**src/rtl/alu_pkg.sv**
```systemverilog
// Shared ALU definitions: operation codes used by the ALU control decoder
// and the execute-stage ALU.
package alu_pkg;

    localparam logic [3:0] ALU_AND = 4'b0000;
    localparam logic [3:0] ALU_OR  = 4'b0001;
    localparam logic [3:0] ALU_ADD = 4'b0010;
    localparam logic [3:0] ALU_SUB = 4'b0110;

    function automatic logic is_legal_op(input logic [3:0] op);
        return (op == ALU_AND) || (op == ALU_OR) ||
               (op == ALU_ADD) || (op == ALU_SUB);
    endfunction

endpackage

```
**src/rtl/alu_core.sv**
```systemverilog
// Combinational ALU datapath: add/sub/and/or with zero, signed-overflow and
// illegal-op flags. Unsupported codes yield a zero result.
module alu_core
    import alu_pkg::*;
#(
    parameter int WIDTH = 32
) (
    input  logic [3:0]       op,
    input  logic [WIDTH-1:0] a,
    input  logic [WIDTH-1:0] b,
    output logic [WIDTH-1:0] result,
    output logic             zero,
    output logic             ovf,
    output logic             illegal
);

    logic [WIDTH-1:0] sum;
    logic [WIDTH-1:0] diff;

    assign sum  = a + b;
    assign diff = a - b;

    // Overflow: operand signs agree (b inverted for sub) but the result sign differs.
    always_comb begin
        result  = '0;
        ovf     = 1'b0;
        illegal = !is_legal_op(op);
        case (op)
            ALU_ADD: begin
                result = sum;
                ovf    = (a[WIDTH-1] == b[WIDTH-1]) && (sum[WIDTH-1] != a[WIDTH-1]);
            end
            ALU_SUB: begin
                result = diff;
                ovf    = (a[WIDTH-1] != b[WIDTH-1]) && (diff[WIDTH-1] != a[WIDTH-1]);
            end
            ALU_AND: result = a & b;
            ALU_OR:  result = a | b;
            default: result = '0;
        endcase
        zero = (result == '0);
    end

endmodule

```
**src/rtl/alu_exec_unit.sv**
```systemverilog
// Two-stage pipelined execute ALU with valid/ready handshakes on both sides,
// synchronous flush and a saturating count of handed-off results.
module alu_exec_unit
    import alu_pkg::*;
#(
    parameter int WIDTH = 32,
    parameter int TAG_W = 5,
    parameter int CNT_W = 16
) (
    input  logic             clk,
    input  logic             rst_n,
    input  logic             flush,
    input  logic             in_valid,
    output logic             in_ready,
    input  logic [3:0]       in_op,
    input  logic [WIDTH-1:0] in_a,
    input  logic [WIDTH-1:0] in_b,
    input  logic [TAG_W-1:0] in_tag,
    output logic             out_valid,
    input  logic             out_ready,
    output logic [WIDTH-1:0] out_result,
    output logic             out_zero,
    output logic             out_ovf,
    output logic             out_illegal,
    output logic [TAG_W-1:0] out_tag,
    output logic [CNT_W-1:0] op_count
);

    logic             s1_valid;
    logic [3:0]       s1_op;
    logic [WIDTH-1:0] s1_a;
    logic [WIDTH-1:0] s1_b;
    logic [TAG_W-1:0] s1_tag;

    logic             s2_valid;
    logic [WIDTH-1:0] s2_result;
    logic             s2_zero;
    logic             s2_ovf;
    logic             s2_illegal;
    logic [TAG_W-1:0] s2_tag;

    logic [WIDTH-1:0] core_result;
    logic             core_zero;
    logic             core_ovf;
    logic             core_illegal;

    logic s1_adv;
    logic s2_adv;
    logic in_xfer;
    logic out_xfer;

    // in_ready never looks at in_valid so the upstream stage can rely on it.
    always_comb begin
        s2_adv   = !s2_valid || out_ready;
        s1_adv   = !s1_valid || s2_adv;
        in_ready = s1_adv && rst_n && !flush;
        in_xfer  = in_valid && in_ready;
        out_xfer = s2_valid && out_ready;
    end

    always_ff @(posedge clk) begin
        if (!rst_n) begin
            s1_valid <= 1'b0;
            s1_op    <= '0;
            s1_a     <= '0;
            s1_b     <= '0;
            s1_tag   <= '0;
        end else if (flush) begin
            s1_valid <= 1'b0;
        end else if (s1_adv) begin
            s1_valid <= in_xfer;
            if (in_xfer) begin
                s1_op  <= in_op;
                s1_a   <= in_a;
                s1_b   <= in_b;
                s1_tag <= in_tag;
            end
        end
    end

    alu_core #(
        .WIDTH (WIDTH)
    ) u_core (
        .op      (s1_op),
        .a       (s1_a),
        .b       (s1_b),
        .result  (core_result),
        .zero    (core_zero),
        .ovf     (core_ovf),
        .illegal (core_illegal)
    );

    // A flush squashes S2 even if it is being handed off this same cycle.
    always_ff @(posedge clk) begin
        if (!rst_n) begin
            s2_valid   <= 1'b0;
            s2_result  <= '0;
            s2_zero    <= 1'b0;
            s2_ovf     <= 1'b0;
            s2_illegal <= 1'b0;
            s2_tag     <= '0;
        end else if (flush) begin
            s2_valid <= 1'b0;
        end else if (s2_adv) begin
            s2_valid <= s1_valid;
            if (s1_valid) begin
                s2_result  <= core_result;
                s2_zero    <= core_zero;
                s2_ovf     <= core_ovf;
                s2_illegal <= core_illegal;
                s2_tag     <= s1_tag;
            end
        end
    end

    always_ff @(posedge clk) begin
        if (!rst_n) begin
            op_count <= '0;
        end else if (out_xfer && (op_count != {CNT_W{1'b1}})) begin
            op_count <= op_count + 1'b1;
        end
    end

    assign out_valid   = s2_valid;
    assign out_result  = s2_result;
    assign out_zero    = s2_zero;
    assign out_ovf     = s2_ovf;
    assign out_illegal = s2_illegal;
    assign out_tag     = s2_tag;

endmodule

```
**config.mk**
```make
export PLATFORM = sky130hd
export DESIGN_NAME = alu_exec_unit
export DESIGN_NICKNAME = d
export VERILOG_FILES = /design/src/rtl/alu_pkg.sv /design/src/rtl/alu_core.sv /design/src/rtl/alu_exec_unit.sv
export SDC_FILE = /design/constraint.sdc
export NUM_CORES = 1
export LEC_CHECK = 0
export BUFFER_PORTS_ARGS = -buffer_cell sky130_fd_sc_hd__clkbuf_2
export CORE_AREA = 2 2 162 164
export CTS_BUF_LIST = sky130_fd_sc_hd__clkbuf_4
export DETAILED_ROUTE_END_ITERATION = 7
export DIE_AREA = 0 0 164 166
export PLACE_DENSITY = 0.69
export SYNTH_ARGS = -nofsm -noshare
export SYNTH_HDL_FRONTEND = slang
export SYNTH_HIERARCHICAL = 1
export SYNTH_SLANG_ARGS = --single-unit
```
**constraint.sdc**
```tcl
create_clock -name clk -period 5.1 [get_ports clk]
set_input_delay 0 -clock clk [delete_from_list [all_inputs] [get_ports clk]]
set_output_delay 0 -clock clk [all_outputs]
set_load 0.005 [all_outputs]
```
# == Yosys cells after proc, flatten, opt, wreduce, memory -nomap -nowiden ==
# Cells that the tools add are included.
# W data, S select, Z words.
# classes
addsub,3
n_eq_ne,8
n_mux,2
bitwise,4
reduce_logical,21
# op_table
cell,count
$pmux W32 S4,1
$add A32 B32 Y32,1
$and A32 B32 Y32,1
$logic_not A32 Y1,1
$or A32 B32 Y32,1
$sub A32 B32 Y32,1
$add A16 B1 Y16 const B,1
$ne A16 B16 Y1 const B,1
$logic_and A1 B1 Y1,7
$reduce_and A3 Y1,2
$logic_or A1 B1 Y1,5
$eq A4 B1 Y1 const B,1
$eq A4 B2 Y1 const B,1
$eq A4 B3 Y1 const B,1
$logic_not A1 Y1,4
$logic_not A4 Y1,1
$ne A1 B1 Y1,3
$not A1 Y1,2
$pmux W1 S2,1
$reduce_or A2 Y1,1
$eq A1 B1 Y1,1
# totals
regBits,131
output_inout_bits,58
wordCells,50

# == Depth between registers and ports, before layout ==
# logic_depth
ltp_word,7
ltp_mapped,17

# == Hierarchy ==
# The synthesis kept the hierarchy.
# modules_own_cells
mod,n_inst,cells_per_inst,area_each_um2,seq_area_each_um2
alu_core,1,802,5246.3,0.0
alu_exec_unit,1,526,4840.9,2622.5

# == Least setup slack after synthesis ==
# Ideal clock, no wire load.
# synth_timing
kind,register to register
start,register s1_a[0]
end,register s2_zero (netlist: out_zero)
setup_time_ns,0.070
arrival_time_ns,3.482
t_required_ns,5.030
slack_ns,1.548
path_stages_with_launch,18
path_buffers,0
synth_period_minus_slack_ns,3.552
path_cell_list,dfxtp_1 -> inv_1 -> ha_1 -> inv_1 -> fa_1 -> nor2b_1 -> o21ba_1 -> o2111a_1 -> or4b_1 -> and3_1 -> nor3_1 -> a21oi_1 -> xnor2_1 -> a2111oi_1 -> nand4b_1 -> nor4b_2 -> nand2_1 -> a21oi_1
# synth_via
elab_chain_len,3
# synth_rtl
item,line,source
"start, declared",alu_exec_unit.sv:31,logic [WIDTH-1:0] s1_a;
"start signal, assigned",alu_exec_unit.sv:74,s1_a <= in_a;
"$sub A32 B32 Y32, or another cell as far along",alu_core.sv:21,assign diff = a - b;
$pmux W32 S4 *,alu_core.sv:28,case (op)
$logic_not A32 Y1 *,alu_core.sv:41,zero = (result == '0);
via core_zero,alu_exec_unit.sv:43,logic core_zero;
"end signal, assigned",alu_exec_unit.sv:108,s2_zero <= core_zero;
"end, declared",alu_exec_unit.sv:37,logic s2_zero;
# Mark *: on every way through the listed nets, which the timed path passes. The rest lies on a longest branch.
# A chain may end at the register's enable or synchronous reset.

# == Worst setup path after layout ==
# layout_timing
start,register s1_a[0]
end,register s2_zero (netlist: out_zero)
# layout_via
elab_chain_len,3
# layout_rtl
item,line,source
$sub A32 B32 Y32 / $add A32 B32 Y32 (equally long branches),"alu_core.sv:21, alu_core.sv:20",
$pmux W32 S4 *,alu_core.sv:28,
via core_result[10],alu_exec_unit.sv:42,logic [WIDTH-1:0] core_result;
$logic_not A32 Y1 *,alu_core.sv:41,
via core_zero,alu_exec_unit.sv:43,
# Marks and branches as above.

==> impl_metrics.toml <==
[floorplanning]
rows = 59
ioPinCount = 136
core-area_sq_um = 25600
die_x_um = 164
die_h_um = 166
initial_utilization = 0.394
die_area_sq_um = 27200

[power_and_ir_drop]
intPower_uw = 1670
p_switching_uw = 800
power_frac_comb = 0.223
leakage_uw = 0.00533
clockPowerShare = 0.344
p_seq_frac = 0.433
p_sw_frac = 0.323
peakVddDrop_mv = 0.187
power_density_nw_per_um2 = 204

[route]
routed_via_density = 5.54
vias = 10200
drcViolationCount = 0
drt_iter0_drc = 974
drtAntennaViolNets = 0
wire_per_inst_um = 16.9
firstDrtPassIters = 5
postRouteWirelength_um = 31200

[synth]
async_flop_share = 0
synth_area_leader_cell = "dfxtp_1"
synth-edff-count = 0
yosysSeqAreaShare = 0.260
netlist_area_sq_um = 10100
syn-num-nets = 1514
yosys_warnings = 6
synthDominantCellAreaShare = 0.260
synthCells = 1328
synth_area_leaders = "dfxtp_1 (26%), ha_1 (13%), mux2i_1 (8.1%)"
synth-seq-cells = 131
ys.flop_type = "dfxtp_1"
ys_types = 89
syn_avg_cell_area_sq_um = 7.60

[worst_setup_path]
r2r_setup_slack_ns = 0.95
worstPathRequired_ns = 5.60
arrival_ns = 4.66
endpoint_kind = "register"
path_class = "reg2reg"
setup.worst_path.end = "out_zero$_SDFFE_PN0P_"
path_max_fanout = 3
r2r-start = "s1_a[0]$_SDFFE_PN0P_"
timing.rr.end = "out_zero$_SDFFE_PN0P_"
cp-start-kind = "register"
reg2reg_depth = 17
critPathLaunch = "s1_a[0]$_SDFFE_PN0P_"

[sta]
setup_violations = 0
finalHoldViolCount = 0
fin_crit_ns = 4.15
hold_slack_ns = 0.182
tns_ns = 0
tightest_slew_ns = 0.992
worst_slack_ns = 0.945
rsz0062_at_grt = "no"
fin_skew_ns = 0.0276
period_share = 0.815
slew_violations = 0
slew_headroom = 0.339
max_freq_ghz = 0.241

[placed_design]
placed_area_sq_um = 11000
portBuffers = 135
place_congestion = 0.954
dp_hpwl_um = 23000
dp_slack_ns = 1.04

[grt]
gr-usage-all-layers = 0.228
grt-ovfl-total = 0
grt_pass1_wl_um = 50500
antenna_found_initial = 1
grt_pass1_vias = 9766
grt_max_degree = 70

[clock_network]
clock_path_buffers = 2
cts_hold_buf = 79
cts_setup_buffers = 0
h-tree-depth = 4
cts_root_buf = "clkbuf_4"
clkSinkCount = 131
numCtsBuffers = 17
cts_resized = 0
cts.clk_slew.worst_paths_ns = 0.15
cts_tree = "done"
clock_latency_ns = 0.58

[job]
drv_cap = 0

[final_layout]
drive_above_1_share = 0.139
fin_nets = 1682
syn2layout_area_growth_pct = 20.0
final_area_sq_um = 12100

[worst_hold_path]
hp-class = "in2reg"

[run_status]
status = "complete, no violations"
-- registers in the layout, indices dropped and copies added, names as in the netlist --
| signal | cells |
|---|---|
| op_count | 16 |
| out_result | 32 |
| out_tag | 5 |
| out_ovf | 1 |
| s1_b | 32 |
| out_illegal | 1 |
| s1_valid | 1 |
| s1_a | 32 |
| out_zero | 1 |
| s1_tag | 5 |
| s1_op | 4 |
| out_valid | 1 |
-- Yosys cell counts, types with 9 or more instances --
library cell	n
o21bai_1	11
clkbuf_1	50
a211oi_1	12
nor2b_1	14
buf_2	17
mux2i_1	82
o22ai_1	9
inv_1	101
xnor2_1	16
nor4_1	12
o211ai_1	18
a21o_1	15
dfxtp_1	131
a21oi_1	115
nand4_1	18
nand2_1	152
o21ai_0	60
or3_1	10
nor3_1	29
ha_1	106
o31ai_1	19
a31oi_1	13
nor2_1	155
nand3_1	21
-- metrics by stage --
| step | instances | util | power [uW] |
|---|---|---|---|
| after CTS | 1843 | 0.472 | 2500 |
| after detailed placement | 1733 | 0.429 | 1590 |
| after global routing | 1844 | 0.473 | 2610 |
| final | 1844 | 0.473 | 2470 |
| after floorplan | 1328 | - | 1440 |
| after global placement | 1733 | 0.429 | 1590 |
-- cells in the final DEF, fill, tap and decap left out, types with 14 or more instances in the layout --
master	synthesis	routed
nor2_1	155	155
nand2_1	152	152
clkbuf_2	2	135
dfxtp_1	131	130
a21oi_1	115	115
ha_1	106	106
inv_1	101	101
mux2i_1	82	82
dlygate4sd3_1	0	79
o21ai_0	60	60
nor3_1	29	28
nand3_1	21	21
o31ai_1	19	19
nand4_1	18	18
o211ai_1	18	18
clkbuf_4	0	17
xnor2_1	16	16
a21o_1	15	15
nor2b_1	14	14
-- critical path: stages (launching register included) --
cell and delay, ns:
dfxtp_1 0.35, inv_1 0.08, ha_1 0.20, inv_1 0.07
fa_1 0.39, nor2b_1 0.16, o21ba_1 0.20, o2111a_1 0.27
nor3b_1 0.40, o21ai_1 0.12, xnor2_1 0.14, a21o_1 0.23
or4_1 0.58, nor4_1 0.29, nand4b_1 0.18, nor4b_2 0.23
nand2_1 0.07, a21oi_1 0.12
-- power by group through the flow --
stage	Clock, uW	Sequential (uW)	Combinational (uW)
final	851	1070	552
after floorplan	0	1080	358
after detailed placement	0	1090	494
after global placement	0	1090	494
after global routing	927	1080	606
after CTS	881	1070	545
-- cell type report --
type / count / area (sq um)
multi-input cells: 1016 / 6780
inverters: 103 / 388
fillers: 2568 / 13500
clock inverters: 14 / 200
diodes: 1 / 2.50
flip-flops and latches: 131 / 2620
well taps: 335 / 419
repair buffers: 227 / 1560
clock buffers: 17 / 128
-- kinds of logic after synthesis --
group,share of synthesized area
fa+ha+maj,0.135
simple gates,0.212
compound gates,0.221
mux,0.0825
xor+xnor,0.0182
buf+inv,0.0705
flops,0.260
-- how the worst min path moves through the flow --
stage             start                    end  cells after the start
5_1_grt        in_a[23]  s1_a[23]$_SDFFE_PN0P_                      4
3_3_place_gp   in_a[24]  s1_a[24]$_SDFFE_PN0P_                      3
6_report       in_b[30]  s1_b[30]$_SDFFE_PN0P_                      4
3_5_place_dp   in_a[11]  s1_a[11]$_SDFFE_PN0P_                      3
4_1_cts        in_b[21]  s1_b[21]$_SDFFE_PN0P_                      4
2_1_floorplan  in_valid  s1_valid$_SDFFE_PP0P_                      2
-- metal layers --
layer	vias to the layer above	GRT usage	wire, um
li1	5008	-	-
met1	4800	0.308	14400
met4	0	0.0686	652
met3	45	0.0402	2020
met5	-	0	0
met2	357	0.371	14100
Power figures use the tool's default switching activity.
